[config.mk]
export PLATFORM = sky130hd
export DESIGN_NAME = branch_update_queue
export DESIGN_NICKNAME = d
export VERILOG_FILES = /design/src/rtl/branch_update_queue.sv
export SDC_FILE = /design/constraint.sdc
export NUM_CORES = 1
export LEC_CHECK = 0
export ABC_AREA = 1
export CORE_ASPECT_RATIO = 1.75
export CORE_MARGIN = 5
export CORE_UTILIZATION = 63
export CTS_BUF_LIST = sky130_fd_sc_hd__clkbuf_4 sky130_fd_sc_hd__clkbuf_8 sky130_fd_sc_hd__clkbuf_16
export CTS_CLUSTER_DIAMETER = 150
export DETAILED_ROUTE_END_ITERATION = 7
export HOLD_SLACK_MARGIN = 0.02
export MAX_ROUTING_LAYER = met4
export PLACE_DENSITY = 0.85
export SETUP_SLACK_MARGIN = 0.02
export SLEW_MARGIN = 20
export SYNTH_ARGS = -nofsm -noshare
export SYNTH_HDL_FRONTEND = slang
export SYNTH_SLANG_ARGS = --single-unit
[constraint.sdc]
create_clock -name clk -period 12.6 [get_ports clk]
set_input_delay 1.89 -clock clk [delete_from_list [all_inputs] [get_ports clk]]
set_output_delay 1.89 -clock clk [all_outputs]
set_load 0.005 [all_outputs]
[src/rtl/branch_update_queue.sv]
// FIFO of resolved-branch updates feeding the predictor one per cycle; enqueue-to-new_entry latency 1, in_ready = ~full.
// Head outputs come from storage only. `BUQ_COALESCE_EN merges a same-PC update into the youngest entry.
module branch_update_queue #(
    parameter int PC_BITS   = 32,
    parameter int DEPTH     = 8,
    parameter int STAT_BITS = 16
) (
    input  logic                     clk,
    input  logic                     rst_n,
    input  logic                     in_valid,
    output logic                     in_ready,
    input  logic [PC_BITS-1:0]       in_pc_orig,
    input  logic [PC_BITS-1:0]       in_target_pc,
    input  logic                     in_is_taken,
    input  logic                     drain_hold,
    output logic                     new_entry,
    output logic [PC_BITS-1:0]       pc_orig,
    output logic [PC_BITS-1:0]       target_pc,
    output logic                     is_taken,
    output logic [$clog2(DEPTH):0]   count,
    output logic [STAT_BITS-1:0]     coalesce_cnt
);

    localparam int PTR_W = $clog2(DEPTH);
    localparam int CNT_W = PTR_W + 1;

    logic [PC_BITS-1:0] pc_mem  [DEPTH];
    logic [PC_BITS-1:0] tgt_mem [DEPTH];
    logic [DEPTH-1:0]   tk_mem;

    logic [PTR_W-1:0] head;
    logic [PTR_W-1:0] tail;
    logic [CNT_W-1:0] cnt;
    logic             empty;
    logic             full;
    logic             pop;
    logic             accept;
    logic             coalesce;
    logic             alloc;

    assign empty     = (cnt == '0);
    assign full      = (cnt == CNT_W'(DEPTH));
    assign in_ready  = ~full;
    assign new_entry = ~empty & ~drain_hold;
    assign pop       = new_entry;
    assign accept    = in_valid & in_ready;
    assign alloc     = accept & ~coalesce;
    assign count     = cnt;

    assign pc_orig   = empty ? '0   : pc_mem[head];
    assign target_pc = empty ? '0   : tgt_mem[head];
    assign is_taken  = empty ? 1'b0 : tk_mem[head];

`ifdef BUQ_COALESCE_EN
    logic [PTR_W-1:0] youngest;
    assign youngest = tail - PTR_W'(1);

    // A lone entry that leaves this cycle cannot absorb the update; it must allocate behind it.
    assign coalesce = accept & ~empty & (pc_mem[youngest] == in_pc_orig)
                    & ~((cnt == CNT_W'(1)) & pop);

    always_ff @(posedge clk or negedge rst_n) begin
        if (!rst_n) begin
            coalesce_cnt <= '0;
        end else if (coalesce && (coalesce_cnt != '1)) begin
            coalesce_cnt <= coalesce_cnt + STAT_BITS'(1);
        end
    end

    always_ff @(posedge clk) begin
        if (alloc) begin
            pc_mem[tail]  <= in_pc_orig;
            tgt_mem[tail] <= in_target_pc;
            tk_mem[tail]  <= in_is_taken;
        end else if (coalesce) begin
            tgt_mem[youngest] <= in_target_pc;
            tk_mem[youngest]  <= in_is_taken;
        end
    end
`else
    assign coalesce     = 1'b0;
    assign coalesce_cnt = '0;

    always_ff @(posedge clk) begin
        if (alloc) begin
            pc_mem[tail]  <= in_pc_orig;
            tgt_mem[tail] <= in_target_pc;
            tk_mem[tail]  <= in_is_taken;
        end
    end
`endif

    always_ff @(posedge clk or negedge rst_n) begin
        if (!rst_n) begin
            head <= '0;
            tail <= '0;
            cnt  <= '0;
        end else begin
            if (alloc) tail <= tail + PTR_W'(1);
            if (pop)   head <= head + PTR_W'(1);
            case ({alloc, pop})
                2'b10:   cnt <= cnt + CNT_W'(1);
                2'b01:   cnt <= cnt - CNT_W'(1);
                default: cnt <= cnt;
            endcase
        end
    end

endmodule

; ---- After elaboration in Yosys (flattened, before gate mapping)
; Memories as Yosys holds them, arrays and structs flattened.
; Index checks and enable logic that the tools add are counted.
[totals]
regBits = 18
ram_bits = 512
input_bits = 69
output_inout_bits = 87
word_cells = 35
memories = 2
[mem_list]
columns = memory, depth, word_bits, read_ports, rd_ports_with_merged_regs, wr, line_no
row1 = pc_mem, 8, 32, 1, 0, 1, 27  ; logic [PC_BITS-1:0] pc_mem [DEPTH];
row2 = tgt_mem, 8, 32, 1, 0, 1, 28  ; logic [PC_BITS-1:0] tgt_mem [DEPTH];
[classes]
add_sub_neg = 4
n_lt_le_gt_ge = 3
eq_ne = 3
mux = 11
bitwise = 5
reduce_logical = 3
[ops]
columns = operator, n
row1 = $mux W32, 2
row2 = $bwmux W8, 1
row3 = $lt A3 B4 Y1 const B, 2
row4 = $pmux W4 S2, 1
row5 = $add A3 B1 Y3 const B, 2
row6 = $mux W1, 5
row7 = $add A4 B1 Y4 const B, 1
row8 = $eq A4 B4 Y1 const B, 1
row9 = $logic_not A4 Y1, 1
row10 = $sub A4 B1 Y4 const B, 1
row11 = $bmux W1 S3, 1
row12 = $demux W1 S3, 1
row13 = $ge A3 B1 Y1 const B, 1
row14 = $not A1 Y1, 3
row15 = $and A1 B1 Y1, 2
row16 = $eq A2 B1 Y1 const B, 1
row17 = $eq A2 B2 Y1 const B, 1
row18 = $reduce_bool A2 Y1, 1
row19 = $logic_and A1 B1 Y1, 1

; ---- Depth between registers and ports, before layout
[logic_depth]
ltp_word = 5
ltp_mapped = 12
ltp_nobuf = 12

; ---- Least setup slack after synthesis
; Ideal clock, no wire load.
[synth_path]
path_type = input-to-reg
start = input in_valid
end = memory pc_mem[0][0], enable pin
setup_ns = 0.488
t_arrival_ns = 5.040
required_ns = 12.112
path_slack_ns = 7.072
path_stages = 3
path_cell_list = nand2_1 -> or2_2 -> nor2_1
[synth_via]
elab_chain_cells = 3
[synth_lines]
columns = element, line_no
row1 = from (decl), 10  ; input logic in_valid,
row2 = $and A1 B1 Y1, 46  ; assign accept = in_valid & in_ready;
row3 = $mux W1, 85  ; if (alloc) begin
row4 = $mux W1 (not written as such), 86  ; pc_mem[tail] <= in_pc_orig;
row5 = to (decl), 27
; No other way between the ends.

; ---- Worst setup path after layout
[layout_path]
start = register head[0]
end = output pc_orig[25]
[layout_via]
elab_chain_cells = 2
[layout_lines]
columns = element, line_no
row1 = from (decl), 31  ; logic [PTR_W-1:0] head;
row2 = from (signal assigned), 100  ; if (pop) head <= head + PTR_W'(1);
row3 = $mem_v2 Z8 W32, n/a
row4 = $mux W32, 50  ; assign pc_orig = empty ? '0 : pc_mem[head];
row5 = to (decl), 17  ; output logic [PC_BITS-1:0] pc_orig,
; No other way between the ends.

==> load_flow_metrics.sql <==
INSERT INTO impl_metrics (metric_group, metric, value, unit) VALUES
('status', 'status', 'finished clean', ''),
('floorplanning', 'number_of_placed_i_o_pins', '156', ''),
('synthesis', 'synth.cells.most_frequent', 'edfxtp_1 (520), nor2_1 (467), o21ai_0 (240), nand2_1 (90)', ''),
('synthesis', 'ys.warnings.count', '0', ''),
('sta', 'fmax', '0.151', 'GHz'),
('synthesis', 'synthDominantCellAreaShare', '0.741', ''),
('sta', 'tns', '0', 'ns'),
('hold_path', 'worst_hold_path_depth', '2', ''),
('floorplanning', 'die_x', '148', 'um'),
('clock_network', 'htree_levels', '2', ''),
('placed_design', 'port_buffers', '139', ''),
('finish', 'layout-area-overhead-vs-synth', '13.8', '%'),
('synthesis', 'synthDistinctLibCells', '25', ''),
('synthesis', 'ys_ff_latch', '530', ''),
('finish', 'post_route_cells_drive_above_1_share', '0.0552', ''),
('critical_path', 'cp.required', '10.71', 'ns'),
('sta', 'hold_viol', '0', ''),
('finish', 'nFillCells', '2006', ''),
('clock_network', 'cts_tree', 'done', ''),
('synthesis', 'synth_top_family_by_area', 'compound AO/OA/AOI/OAI gates', ''),
('drt', 'route.final.wire_length', '47.4', 'mm'),
('synthesis', 'synth_edf_count', '520', ''),
('synthesis', 'synthTopCellsByArea', 'edfxtp_1 (74%), nor2_1 (8.3%), o21ai_0 (5.7%)', ''),
('finish', 'final_net_count', '1800', ''),
('drt', 'routed-via-count', '13462', ''),
('synthesis', 'synth.mux.area_fraction', '0', ''),
('placed_design', 'placedInstanceArea', '22500', 'um2'),
('drt', 'first_pass_detailed_route_iteration_total', '5', ''),
('critical_path', 'timing.reg2reg.setup_slack', '9.59', 'ns'),
('synthesis', 'syn-cell-area', '21100', 'um2'),
('critical_path', 'r2r_start', 'count[0]', ''),
('drt', 'ant_nets', '0', ''),
('sta', 'max_slew.worst_pin.slew', '1.17', 'ns'),
('synthesis', 'synth_flop_cell', 'edfxtp_1', ''),
('placed_design', 'place_hpwl', '24.0', 'mm'),
('power_and_ir_drop', 'vdd_ir_drop_max', '148', 'uV'),
('critical_path', 'worst_flop_to_flop_path_endpoint', 'pc_mem[6][7]', ''),
('critical_path', 'category_of_the_most_critical_setup_path', 'flop to output pin', ''),
('power_and_ir_drop', 'cell_leakage_power', '8.06', 'nW'),
('grt', 'antenna_found_initial', '4', ''),
('floorplanning', 'placementRows', '88', ''),
('sta', 'unrepaired_setup_endpoints_after_global_routing', 'false', ''),
('clock_network', 'clkSinkCount', '530', ''),
('critical_path', 'count_of_cells_along_the_worst_register_to_register_path', '6', ''),
('floorplanning', 'fp.dieArea', '37300', 'um2'),
('clock_network', 'post_cts_resize_count', '0', ''),
('synthesis', 'synthArstFlopShare', '0.0189', ''),
('synthesis', 'postSynthAreaPerCell', '12.9', 'um2'),
('synthesis', 'synth_compound_area_frac', '0.106', ''),
('grt', 'grt_remaining_overflow', '0', ''),
('critical_path', 'arrival', '4.74', 'ns'),
('clock_network', 'clkTransAtPathRegs', '0.06', 'ns'),
('finish', 'non_filler_cell_area_final', '24000', 'um2'),
('clock_network', 'clockRootBuffer', 'clkbuf_16', ''),
('floorplanning', 'initial_utilization', '0.638', ''),
('hold_path', 'hold_path_end', 'tail[0]', ''),
('clock_network', 'cts_buffers', '44', ''),
('grt', 'grt_pass1_vias', '13454', ''),
('critical_path', 'end_kind', 'output pin', ''),
('drt', 'drtIter0Drc', '1576', ''),
('finish', 'postLayoutCoreUtil', '0.726', ''),
('synthesis', 'synth-adder-area-share', '0.00297', ''),
('synthesis', 'yosysSeqAreaShare', '0.753', ''),
('sta', 'timing.final.crit_share', '0.527', ''),
('sta', 'setup_viol', '0', ''),
('synthesis', 'yosys.cell_count.top_type', 'edfxtp_1', ''),
('grt', 'groute.usage.overall', '0.257', ''),
('synthesis', 'synth_top_area_cell', 'edfxtp_1', ''),
('drt', 'remaining_drc_errors', '0', ''),
('placed_design', 'routabilityCongestion', '0.768', ''),
('synthesis', 'yosys.area_share.xor_xnor', '0.00249', '');
## layout by cell type, fill, tap and decap left out, drive strengths merged
| cell type | instances |
|---|---|
| diode | 4 |
| o22ai | 65 |
| clkdlybuf4s50 | 139 |
| a21oi | 2 |
| ha | 5 |
| clkinv | 16 |
| conb | 16 |
| clkbuf | 57 |
| xnor2 | 3 |
| xor2 | 3 |
| o21ai | 264 |
| or2 | 1 |
| nor2 | 467 |
| bufinv | 4 |
| inv | 10 |
| clkinvlp | 1 |
| buf | 16 |
| o211ai | 65 |
| dfrtp | 10 |
| nand2 | 90 |
| edfxtp | 520 |
| nand3 | 4 |
## sequential cells by signal (all words and copies together) (netlist names)
signal	count
count	4
tgt_mem	256
pc_mem	256
tk_mem	8
head	3
tail	3
## worst max-delay path: stages (launching register included)
cell and delay [ns]:
dfrtp_4 0.88, buf_4 0.84, buf_4 0.90, nor2_1 0.11
nor2_1 0.12, o21ai_0 0.10, o211ai_1 0.15, nand2_1 0.09
nor2_1 0.30, clkdlybuf4s50_1 0.57
## kinds of logic after synthesis
kind of cell	after synthesis
adders and majority gates	5
buffers and inverters	134
xor gates and xnor gates	6
other	1
DFF	530
AOI/OAI and AO/OA	396
and+or+nand+nor	562
## cell type report
cell class | instances | area [um2] | share of cell area
inverter | 10 | 45.0 | 0.00188
sequential | 530 | 15900 | 0.662
tap | 405 | 507 | 0.0211
clock buffer | 57 | 1230 | 0.0515
multi-input combinational | 985 | 4590 | 0.191
antenna | 4 | 10.0 | 0.000418
clock inverter | 21 | 204 | 0.00851
timing repair buffer | 155 | 1510 | 0.0630
## worst max path at each step
stage,from,endpoint,slack [ns],depth (start not counted)
3_3_place_gp,head[0],target_pc[30],6.73,9
5_1_grt,head[0],target_pc[3],5.65,9
6_report,head[0],pc_orig[25],5.97,9
2_1_floorplan,in_valid,pc_mem[0][0],7.07,3
4_1_cts,head[0],target_pc[3],6.04,9
3_5_place_dp,head[0],target_pc[30],6.67,9
## per-stage QoR
step / std cells / setup WS (ns) / power, mW
finish: 2167 / 5.97 / 5.86
global route: 2167 / 5.65 / 6.18
CTS: 2163 / 6.04 / 5.87
detailed placement: 2085 / 6.67 / 4.51
global placement: 2085 / 6.73 / 4.43
floorplan: 1649 / 7.07 / 3.64
## report_power, final
group / total (mW) / internal, mW / switching, mW
clock network: 1.36 / 0.773 / 0.585
registers: 2.37 / 2.22 / 0.147
logic: 2.14 / 0.824 / 1.31
total: 5.86 / 3.82 / 2.05
## routing by layer
layer | GRT usage | vias to the layer above | wire, um
met5 | - | - | 0
met4 | 0.105 | 0 | 1650
met3 | 0.0350 | 111 | 3720
met2 | 0.448 | 719 | 25100
met1 | 0.303 | 6576 | 16900
li1 | - | 6056 | -
Note: power is estimated with default switching activity, not from simulation.
==> RTL change (same flow settings) <==
The parameter `PC_BITS` goes from 32 to 16.
--- a/src/rtl/branch_update_queue.sv
+++ b/src/rtl/branch_update_queue.sv
@@ -1,7 +1,7 @@
 // FIFO of resolved-branch updates feeding the predictor one per cycle; enqueue-to-new_entry latency 1, in_ready = ~full.
 // Head outputs come from storage only. `BUQ_COALESCE_EN merges a same-PC update into the youngest entry.
 module branch_update_queue #(
-    parameter int PC_BITS   = 32,
+    parameter int PC_BITS   = 16,
     parameter int DEPTH     = 8,
     parameter int STAT_BITS = 16
 ) (
Interface: changed (resized in_pc_orig, in_target_pc, pc_orig and target_pc); port bits go from 156 to 92. No check against the original RTL was run, so the function may have changed too.
==> RTL change against the original RTL <==
- maximum frequency rose by 25%
- global-route usage fell by 3.1 points
- worst setup slack improved by 1.3 ns
- first-iteration DRC count fell by 67%
- sequential share of layout area fell by 1.6 points
- hold slack got worse by 0.079 ns
- design area fell by 47%
- area after synthesis fell by 47%
- power fell by 48%
- clock power fell by 47%
- wire length fell by 53%
- sequential cell count fell by 256
- sequential power fell by 49%
- critical endpoint is now target_pc[4]
- largest cell class unchanged
==> RTL change: results (changes against the original RTL) <==
----------------------------------------------------
[Run status]
  Result of the run ... complete, no violations (unchanged)

[Setup path]
  Maximum fanout along the worst path ... 85 (was 102)
  Worst-path cell with the longest stage delay ... dfrtp_4 (was buf_4)
  Logic depth of the worst register-to-register path ... 7 (was 6)
  Data arrival, critical path ... 3.42 ns (was 4.74 ns)
  Maximum cell stage delay along the critical path ... 0.78 ns (was 0.90 ns)

[GRT]
  Overall global routing resource usage ... 22.6% (was 25.7%)
  Antenna violations before repair ... 0 (was 4)
  Global-route wire length before repair ... 35700 um (was 72200 um)

[Yosys]
  Largest cells by area after synthesis ... edfxtp_1 (71%), nor2_1 (8.2%), o21ai_0 (4.6%) (was edfxtp_1 (74%), nor2_1 (8.3%), o21ai_0 (5.7%))
  Part of the Yosys area used for sequential elements ... 73.5% (was 75.3%)
  Distinct cell type count after synthesis ... 26 (was 25)
  Post-synth EDFFs ... 264 (was 520)

[Placed design]
  Post-detailed-placement half-perimeter wirelength ... 11600 um (was 24000 um)
  IO Port Bufs ... 75 (was 139)

[Clock tree]
  H-tree depth reported by CTS ... 1 (was 2)
  Source-to-sink clock delay at the later pin of the worst-skew pair ... 0.50 ns (was 0.57 ns)

[Routing]
  Detailed-route wire length on metal 1 ... 8210 um (was 16900 um)
  Met3 wire length ... 1880 um (was 3720 um)
  Number of design-rule violations left by the first detailed-router iteration ... 526 (was 1576)
  Routed length on met2 ... 11900 um (was 25100 um)

[Layout]
  Net total in the final layout ... 974 (was 1800)
  Filler instances ... 1081 (was 2006)
  Number of antenna repair diodes ... 0 (was 4)
  Largest registers ... pc_mem: 128 flops, tgt_mem: 128 flops, tk_mem: 8 flops (was pc_mem: 256 flops, tgt_mem: 256 flops, tk_mem: 8 flops)

[Timing]
  Final Skew ... 0.0112 ns (was 0.0304 ns)
  Worst slew margin ... 32.4% (was 22.2%)

[Hold path]
  Cell depth of the worst hold path ... 1 (was 2)

----------------------------------------------------
RTL change: changes by cell type after synthesis, sizes merged:
cell and change:
o22ai -32, o211ai -32, inv -1, nor2 -224, edfxtp -256, nand2 -32, buf -29, o21ai -128
clkbuf -26, clkinv +1
RTL change: stage by stage:
step	cells	cell area (um2)	utilization, %	worst slack, ns
2_1_floorplan	890	11200	-	8.45
3_3_place_gp	1139	11900	68.1	7.44
3_5_place_dp	1139	11900	68.1	7.41
4_1_cts	1179	12700	72.5	7.33
5_1_grt	1179	12700	72.5	7.06
6_report	1179	12700	72.5	7.29
RTL change: layout make-up:
class,count,share of cell area (%)
inverters,10,0.346
repair buffers,87,6.64
multi-input cells,537,20.0
well taps,231,2.28
clock inverters,14,1.33
clock buffers,26,4.72
flip-flops and latches,274,64.6
RTL change: final timing paths:
check	startpoint	endpoint	slack, ns
worst min-delay path	head[2]$_DFFE_PN0P_	head[2]$_DFFE_PN0P_	0.47
worst min register to register	head[2]$_DFFE_PN0P_	head[2]$_DFFE_PN0P_	0.47
max in group asynchronous	rst_n	head[0]$_DFFE_PN0P_	10.53
min in group asynchronous	rst_n	tail[1]$_DFFE_PN0P_	1.71
worst max-delay path	head[0]$_DFFE_PN0P_	target_pc[4]	7.29
worst max register to register	count[1]$_DFFE_PN0P_	pc_mem[7][7]$_DFFE_PP_	10.18
RTL change: cell families (layout without fill, tap and decap cells):
| kind of cell | after synthesis | in the layout | synth area share, % |
|---|---|---|---|
| other cells | 1 | 16 | 0.0337 |
| xor+xnor | 6 | 6 | 0.473 |
| flops | 274 | 274 | 73.5 |
| fa+ha+maj | 5 | 5 | 0.563 |
| compound gates | 204 | 204 | 10.3 |
| buf+inv | 79 | 137 | 4.70 |
| simple gates | 306 | 306 | 10.4 |
RTL change: per-layer routing:
| layer | vias to the layer above | global-route usage, % |
|---|---|---|
| met1 | 3385 | 26.1 |
| met4 | 0 | 7.89 |
| met5 | - | - |
| met3 | 42 | 3.68 |
| li1 | 3211 | - |
| met2 | 357 | 40.3 |
RTL change: report_power, final:
part | internal (uW) | leakage (uW) | switching (uW)
logic | 449 | 0.00143 | 688
clock network | 422 | 0.000374 | 294
registers | 1150 | 0.00251 | 64.7
